### config.mk
export PLATFORM = sky130hd
export DESIGN_NAME = reg_bank
export DESIGN_NICKNAME = d
export VERILOG_FILES = /design/src/rtl/reg_bank_pkg.sv /design/src/rtl/reg_bank_alu.sv /design/src/rtl/reg_bank.sv
export SDC_FILE = /design/constraint.sdc
export NUM_CORES = 1
export LEC_CHECK = 0
export ABC_AREA = 1
export CORE_AREA = 2 2 94 96
export CTS_BUF_LIST = sky130_fd_sc_hd__clkbuf_16
export DETAILED_ROUTE_END_ITERATION = 6
export DIE_AREA = 0 0 96 98
export PLACE_DENSITY_LB_ADDON = 0.08
export SETUP_SLACK_MARGIN = 0.05
export SYNTH_ARGS = -nofsm -noshare
export SYNTH_HDL_FRONTEND = slang
export SYNTH_SLANG_ARGS = --single-unit
### constraint.sdc
create_clock -name clock -period 5 [get_ports clock]
set_input_delay 0.75 -clock clock [delete_from_list [all_inputs] [get_ports clock]]
set_output_delay 0.75 -clock clock [all_outputs]
set_load 0.01 [all_outputs]
### src/rtl/reg_bank_pkg.sv
// Shared types for the register bank: opcode enum and default sizing.
// The REG_BANK_SHIFT_EN macro (see reg_bank_alu) enables SHL/SHR.
package reg_bank_pkg;

   typedef enum logic [2:0] {
      NOP    = 3'd0,
      LOAD   = 3'd1,
      ENABLE = 3'd2,
      INC    = 3'd3,
      DEC    = 3'd4,
      CLR    = 3'd5,
      SHL    = 3'd6,
      SHR    = 3'd7
   } reg_bank_op_e;

   localparam int REG_BANK_DEPTH_DEFAULT = 4;
   localparam int REG_BANK_WIDTH_DEFAULT = 8;

   // Select width never drops below one bit, even for a single register.
   function automatic int sel_width(input int depth);
      return (depth > 1) ? $clog2(depth) : 1;
   endfunction

endpackage

### src/rtl/reg_bank_alu.sv
// Combinational next-value logic for one register of the bank.
// Define REG_BANK_SHIFT_EN to enable SHL/SHR; otherwise they act as NOP.
module reg_bank_alu
   import reg_bank_pkg::*;
#(
   parameter int WIDTH = REG_BANK_WIDTH_DEFAULT
) (
   input  logic [WIDTH-1:0] old,
   input  logic [WIDTH-1:0] in,
   input  reg_bank_op_e     op,
   output logic [WIDTH-1:0] result,
   output logic             carry_next,
   output logic             carry_we,
   output logic             we
);

   always_comb begin
      result     = old;
      carry_next = 1'b0;
      carry_we   = 1'b0;
      we         = 1'b0;
      unique case (op)
         LOAD: begin
            result = in;
            we     = 1'b1;
         end
         INC: begin
            {carry_next, result} = {1'b0, old} + (WIDTH+1)'(1);
            carry_we = 1'b1;
            we       = 1'b1;
         end
         // Borrow shows up as the extra top bit going high.
         DEC: begin
            {carry_next, result} = {1'b0, old} - (WIDTH+1)'(1);
            carry_we = 1'b1;
            we       = 1'b1;
         end
         CLR: begin
            result   = '0;
            carry_we = 1'b1;
            we       = 1'b1;
         end
`ifdef REG_BANK_SHIFT_EN
         SHL: begin
            result     = old << 1;
            carry_next = old[WIDTH-1];
            carry_we   = 1'b1;
            we         = 1'b1;
         end
         SHR: begin
            result     = old >> 1;
            carry_next = old[0];
            carry_we   = 1'b1;
            we         = 1'b1;
         end
`endif
         default: begin
         end
      endcase
   end

endmodule

### src/rtl/reg_bank.sv
// DEPTH x WIDTH register bank with INC/DEC/CLR, carry/zero flags and bus read.
// Shift ops are present only when REG_BANK_SHIFT_EN is defined.
module reg_bank
   import reg_bank_pkg::*;
#(
   parameter int  WIDTH = REG_BANK_WIDTH_DEFAULT,
   parameter int  DEPTH = REG_BANK_DEPTH_DEFAULT,
   localparam int SEL_W = sel_width(DEPTH)
) (
   input  logic                   clock,
   input  logic                   reset,
   input  logic [WIDTH-1:0]       in,
   input  reg_bank_op_e           op,
   input  logic [SEL_W-1:0]       sel,
   output logic [WIDTH-1:0]       out,
   output logic                   out_en,
   output logic                   carry,
   output logic                   zero,
   output logic [DEPTH*WIDTH-1:0] reg_direct
);

   logic [WIDTH-1:0] regs [DEPTH];
   logic [WIDTH-1:0] old;
   logic [DEPTH-1:0] hit;
   logic             in_range;
   logic [WIDTH-1:0] result;
   logic             carry_next;
   logic             carry_we;
   logic             we;

   // One-hot decode of sel; an out-of-range sel hits nothing and reads 0.
   always_comb begin
      old = '0;
      hit = '0;
      for (int i = 0; i < DEPTH; i++) begin
         if (sel == SEL_W'(i)) begin
            old    = regs[i];
            hit[i] = 1'b1;
         end
      end
   end

   assign in_range = |hit;

   reg_bank_alu #(
      .WIDTH(WIDTH)
   ) u_alu (
      .old       (old),
      .in        (in),
      .op        (op),
      .result    (result),
      .carry_next(carry_next),
      .carry_we  (carry_we),
      .we        (we)
   );

   always_ff @(posedge clock) begin
      if (reset) begin
         for (int i = 0; i < DEPTH; i++) begin
            regs[i] <= '0;
         end
         out    <= '0;
         out_en <= 1'b0;
         carry  <= 1'b0;
         zero   <= 1'b1;
      end else begin
         out    <= (op == ENABLE) ? old : '0;
         out_en <= (op == ENABLE);
         for (int i = 0; i < DEPTH; i++) begin
            if (we && hit[i]) begin
               regs[i] <= result;
            end
         end
         if (we && in_range) begin
            zero <= (result == '0);
            if (carry_we) begin
               carry <= carry_next;
            end
         end
      end
   end

   for (genvar g = 0; g < DEPTH; g++) begin : g_direct
      assign reg_direct[g*WIDTH +: WIDTH] = regs[g];
   end

endmodule

; ---- Word level (Yosys, flattened, before mapping)
; Memories as Yosys holds them, arrays and structs flattened.
; Cells that the tools add are included.
[word_totals]
regBits = 11
ram_bits = 32
mem_count = 1
[memory_table]
columns = memory, depth, word_bits, rd, rd_ports_with_merged_regs, write_ports, line
row1 = regs, 4, 8, 4, 0, 4, reg_bank.sv:22  ; logic [WIDTH-1:0] regs [DEPTH];
[op_classes]
addsub = 2
eq_ne = 8
muxes = 30
bitwise = 5
n_reduce_logical = 12
[ops]
columns = operator, count
row1 = 2-to-1 mux 8 bit, 8
row2 = case mux 8 bit (4 select lines), 1
row3 = 2-to-1 mux 1 bit, 20
row4 = adder 8 x 1 -> 9 bit (second input constant), 1
row5 = subtractor 8 x 1 -> 9 bit (second input constant), 1
row6 = logical NOT 8 bit, 1
row7 = OR reduction 4 bit, 2
row8 = equality test 3 x 2 -> 1 bit (second input constant), 2
row9 = equality test 3 bit (second input constant), 2
row10 = logical AND 1 bit, 5
row11 = equality test 2 bit (second input constant), 2
row12 = bitwise OR 1 bit, 4
row13 = equality test 3 x 1 -> 1 bit (second input constant), 1
row14 = OR reduction 3 bit, 1
row15 = equality test 2 x 1 -> 1 bit (second input constant), 1
row16 = logical NOT 2 bit, 1
row17 = case mux 1 bit (2 select lines), 1
row18 = AND reduction 2 bit, 1
row19 = OR reduction 2 bit, 1
row20 = inverter 1 bit, 1

; ---- Logic depth before layout (Yosys ltp)
[depth]
word_depth = 8
ltp_mapped = 16

; ---- Modules after synthesis
; A second synthesis with hierarchy kept.
[unflattened]
cells_unflattened = 295
hier_area_um2 = 2392.3
[modules_own_cells]
columns = mod, n_inst, cells_each, area_each_um2
row1 = reg_bank, 1, 184, 1858.0
row2 = reg_bank_alu, 1, 111, 534.3

; ---- Worst setup path after synthesis
; OpenSTA, ideal clock, no wires.
[synth_timing]
path_kind = in2reg
from = in sel[0]
to = mem regs[0][6] (netlist name), data pin
setup_time_ns = 0.262
arrival_ns = 2.145
required_ns = 4.738
path_slack_ns = 2.593
path_stages = 13
cell_sequence = buf_6 -> buf_6 -> nand3_2 -> nand3_2 -> nor2_4 -> ha_1 -> nand3_1 -> nor2_1 -> nand2_1 -> nand3_1 -> nand4_1 -> inv_1 -> nor2_1
[synth_rtl]
columns = element, line
row1 = "start, declared", reg_bank.sv:14  ; input logic [SEL_W-1:0] sel,
row2 = "end, declared", reg_bank.sv:22

==> reports/qor.csv <==
metric,value,unit
fin_crit_sh,68.95,%
synth_cells,297,
worst_slack,1.553,ns
dp_hpwl,5841,um
finalNetCount,375,
synth-edff-count,32,
grtUsageMet1,24.77,%
syn-cell-area,0.002451,sq mm
cts_buffers,5,
seqPwrFrac,45.2,%
ys_seq_area_share,48.19,%
placed_area,0.003131,sq mm
switching_share,28.73,%
die_h,98,um
grt_overflow,0,
syn2layout_area_growth,33.18,%
async_flop_share,0,%
timing_worst_slew_pin_value,0.9325,ns
drc,0,
place_ws,1.251,ns
ios,58,
fin_crit,3.447,ns
drt_iter0_markers,132,
crit_type,input port to flip-flop,
cts_hold_buf,0,
slew_headroom,37.18,%
startpoint,sel[0],
yosys.cell_types.count,26,
root_buffer,clkbuf_16,
synth_warnings,0,
synthTopCellsByArea,"edfxtp_1 39%, nand2_1 11%, dfxtp_1 9.0%",
clock_latency,0.28,ns
htree_levels,2,
diodes,0,
grt_pass1_vias,2252,
met3_usage,3.549,%
post-cts-setup-buffers,0,
grt.total_usage,17.05,%
p_comb_share,20.7,%
cts_tree,done,
drv_slew,0,
critPathLaunchType,input port,
post_drt_via_cell_ratio,4.867,
vias,2268,
wl,7577,um
cts.reportedPaths.clkPinSlew,0.06,ns
initial_core_util,28.95,%
critPathMaxFanout,16,
critPathArrivalTime,3.47,ns
cpPeakStageDelay,0.82,ns
dieArea,0.009408,sq mm
min_from,zero,
antenna_found_initial,0,
drtPass1Iterations,4,
die_x,96,um
cts_buffer_depth,2,
fill_cells,869,
synthFlopType,edfxtp_1,
final_cell_area,0.003264,sq mm
synth_seq_cells,43,
rsz0062_at_grt,no,
peakVddDrop,0.1161,mV
grt_first_pass_wirelength,12110,um
power.density,280.4,mW/mm^2
critPathRequiredTime,5.03,ns
synth_most_common_cell,nand2_1,
clock_skew,0.005273,ns
core_area,0.008466,sq mm
cp_cell_sequence,clkdlybuf4s50_1 > nor2_4 > nand2_1 > nand4_2 > ha_1 > nand3_1 > nor2_1 > nand3_1 > nand3_1 > nand4_1 > inv_1 > nor2_1,
setup_violations,0,
r2r-start,regs[0][0],
power.share.clock,34.1,%
synth_top_area_share,39.20,%
hold_path_class,flip-flop to flip-flop,
drive_gt1_share,10.89,%
fmax,290.1,MHz
gp_congestion,0.8413,
p_leak,0.001281,uW
synth_common_cells,"70 x nand2_1, 54 x nor2_1, 41 x nand3_1, 32 x edfxtp_1, 19 x inv_1",
post-synth-top-area-cell,edfxtp_1,
crit_top_cell,nand3_1,
cp-end-kind,flip-flop,
grt.busiest_layer,met2,
slowest_stage,clkdlybuf4s50_1,
cts.repair.resized,0,
row_count,34,
wire_per_inst,16.26,um
status,finished clean,
max_cap_violations,0,
clock_sinks,43,
power.switching,263.0,uW
grt_max_degree,17,
ant_nets,0,
grt_use_met2,25.48,%
port-buffer-count,57,
avgSynthCellArea,8.253,sq um
synth_nets,314,
finalHoldViolations,0,
finalSetupTns,0,ns
p_int,652.5,uW
[layout make-up]
class | count | area (sq um) | share of cell area (%)
Clock buffer | 5 | 125.1 | 3.833
Clock inverter | 2 | 8.758 | 0.2683
Inverter | 26 | 97.59 | 2.990
Multi-Input combinational cell | 223 | 1131 | 34.65
Sequential cell | 43 | 1181 | 36.18
Tap cell | 108 | 135.1 | 4.140
Timing Repair Buffer | 59 | 585.6 | 17.94
[worst paths after layout]
path              slack, ns  depth (start not counted)    endpoint
setup / recovery       1.55                         12  regs[0][6]
setup reg to reg       2.77                         11  regs[0][6]
hold / removal         0.53                          2        zero
hold reg to reg        0.53                          2        zero
[critical path, delay by kind of cell]
kind / cells / cell delay [ns]
buf+inv: 2 / 1.00
fa+ha+maj: 1 / 0.24
simple gates: 9 / 1.48
[cell usage in the layout, fill, tap and decap left out]
cell	instances
nand3_1	41
clkdlybuf4s50_1	57
nand4_2	3
dfxtp_1	11
edfxtp_1	32
nand4_1	13
nor4_1	1
o211ai_1	1
o21ai_1	1
o21ai_0	8
clkbuf_16	5
nand2_2	3
clkinv_1	3
o21a_1	1
clkinv_2	1
or2_4	1
nor2_2	2
nand3_2	8
inv_1	19
nand2_1	70
inv_2	5
nor2_1	54
buf_4	2
nand2_4	2
nor2_4	7
ha_1	2
o221ai_1	1
a21oi_1	4
[power groups by stage]
stage / sequential, uW / clock [uW] / combinational [uW]
after floorplan: 426 / 0 / 102
after global placement: 422 / 0 / 191
after detailed placement: 422 / 0 / 190
after CTS: 414 / 319 / 191
after global routing: 416 / 332 / 210
final: 414 / 312 / 189
[sequential cells by signal, summed over array words and instances (netlist names)]
name	count
carry	1
out	8
out_en	1
regs	32
zero	1
[layer usage]
layer	up-vias	wire, um	share of wire, %
li1	1125	-	-
met1	1066	3652	48
met2	70	3421	45
met3	7	417	5.5
met4	0	85	1.1
met5	-	0	0
[kinds of logic after synthesis]
logic type,synth area share (%)
AOI/OAI and AO/OA,3.624
adders and majority gates,1.021
DFF,48.19
buffers and inverters,5.666
and+or+nand+nor,41.50
[through the flow]
step | total power [uW] | instances | hold slack (ns) | utilization [%]
final | 915.4 | 466 | 0.5251 | 38.56
after global routing | 958.3 | 466 | 0.5761 | 38.56
after CTS | 924.7 | 466 | 0.5294 | 38.56
after floorplan | 528.3 | 297 | 0.5017 | -
after global placement | 612.8 | 459 | 0.5183 | 36.98
after detailed placement | 611.6 | 459 | 0.5031 | 36.98
No activity file was read; power rests on OpenSTA's default activity.
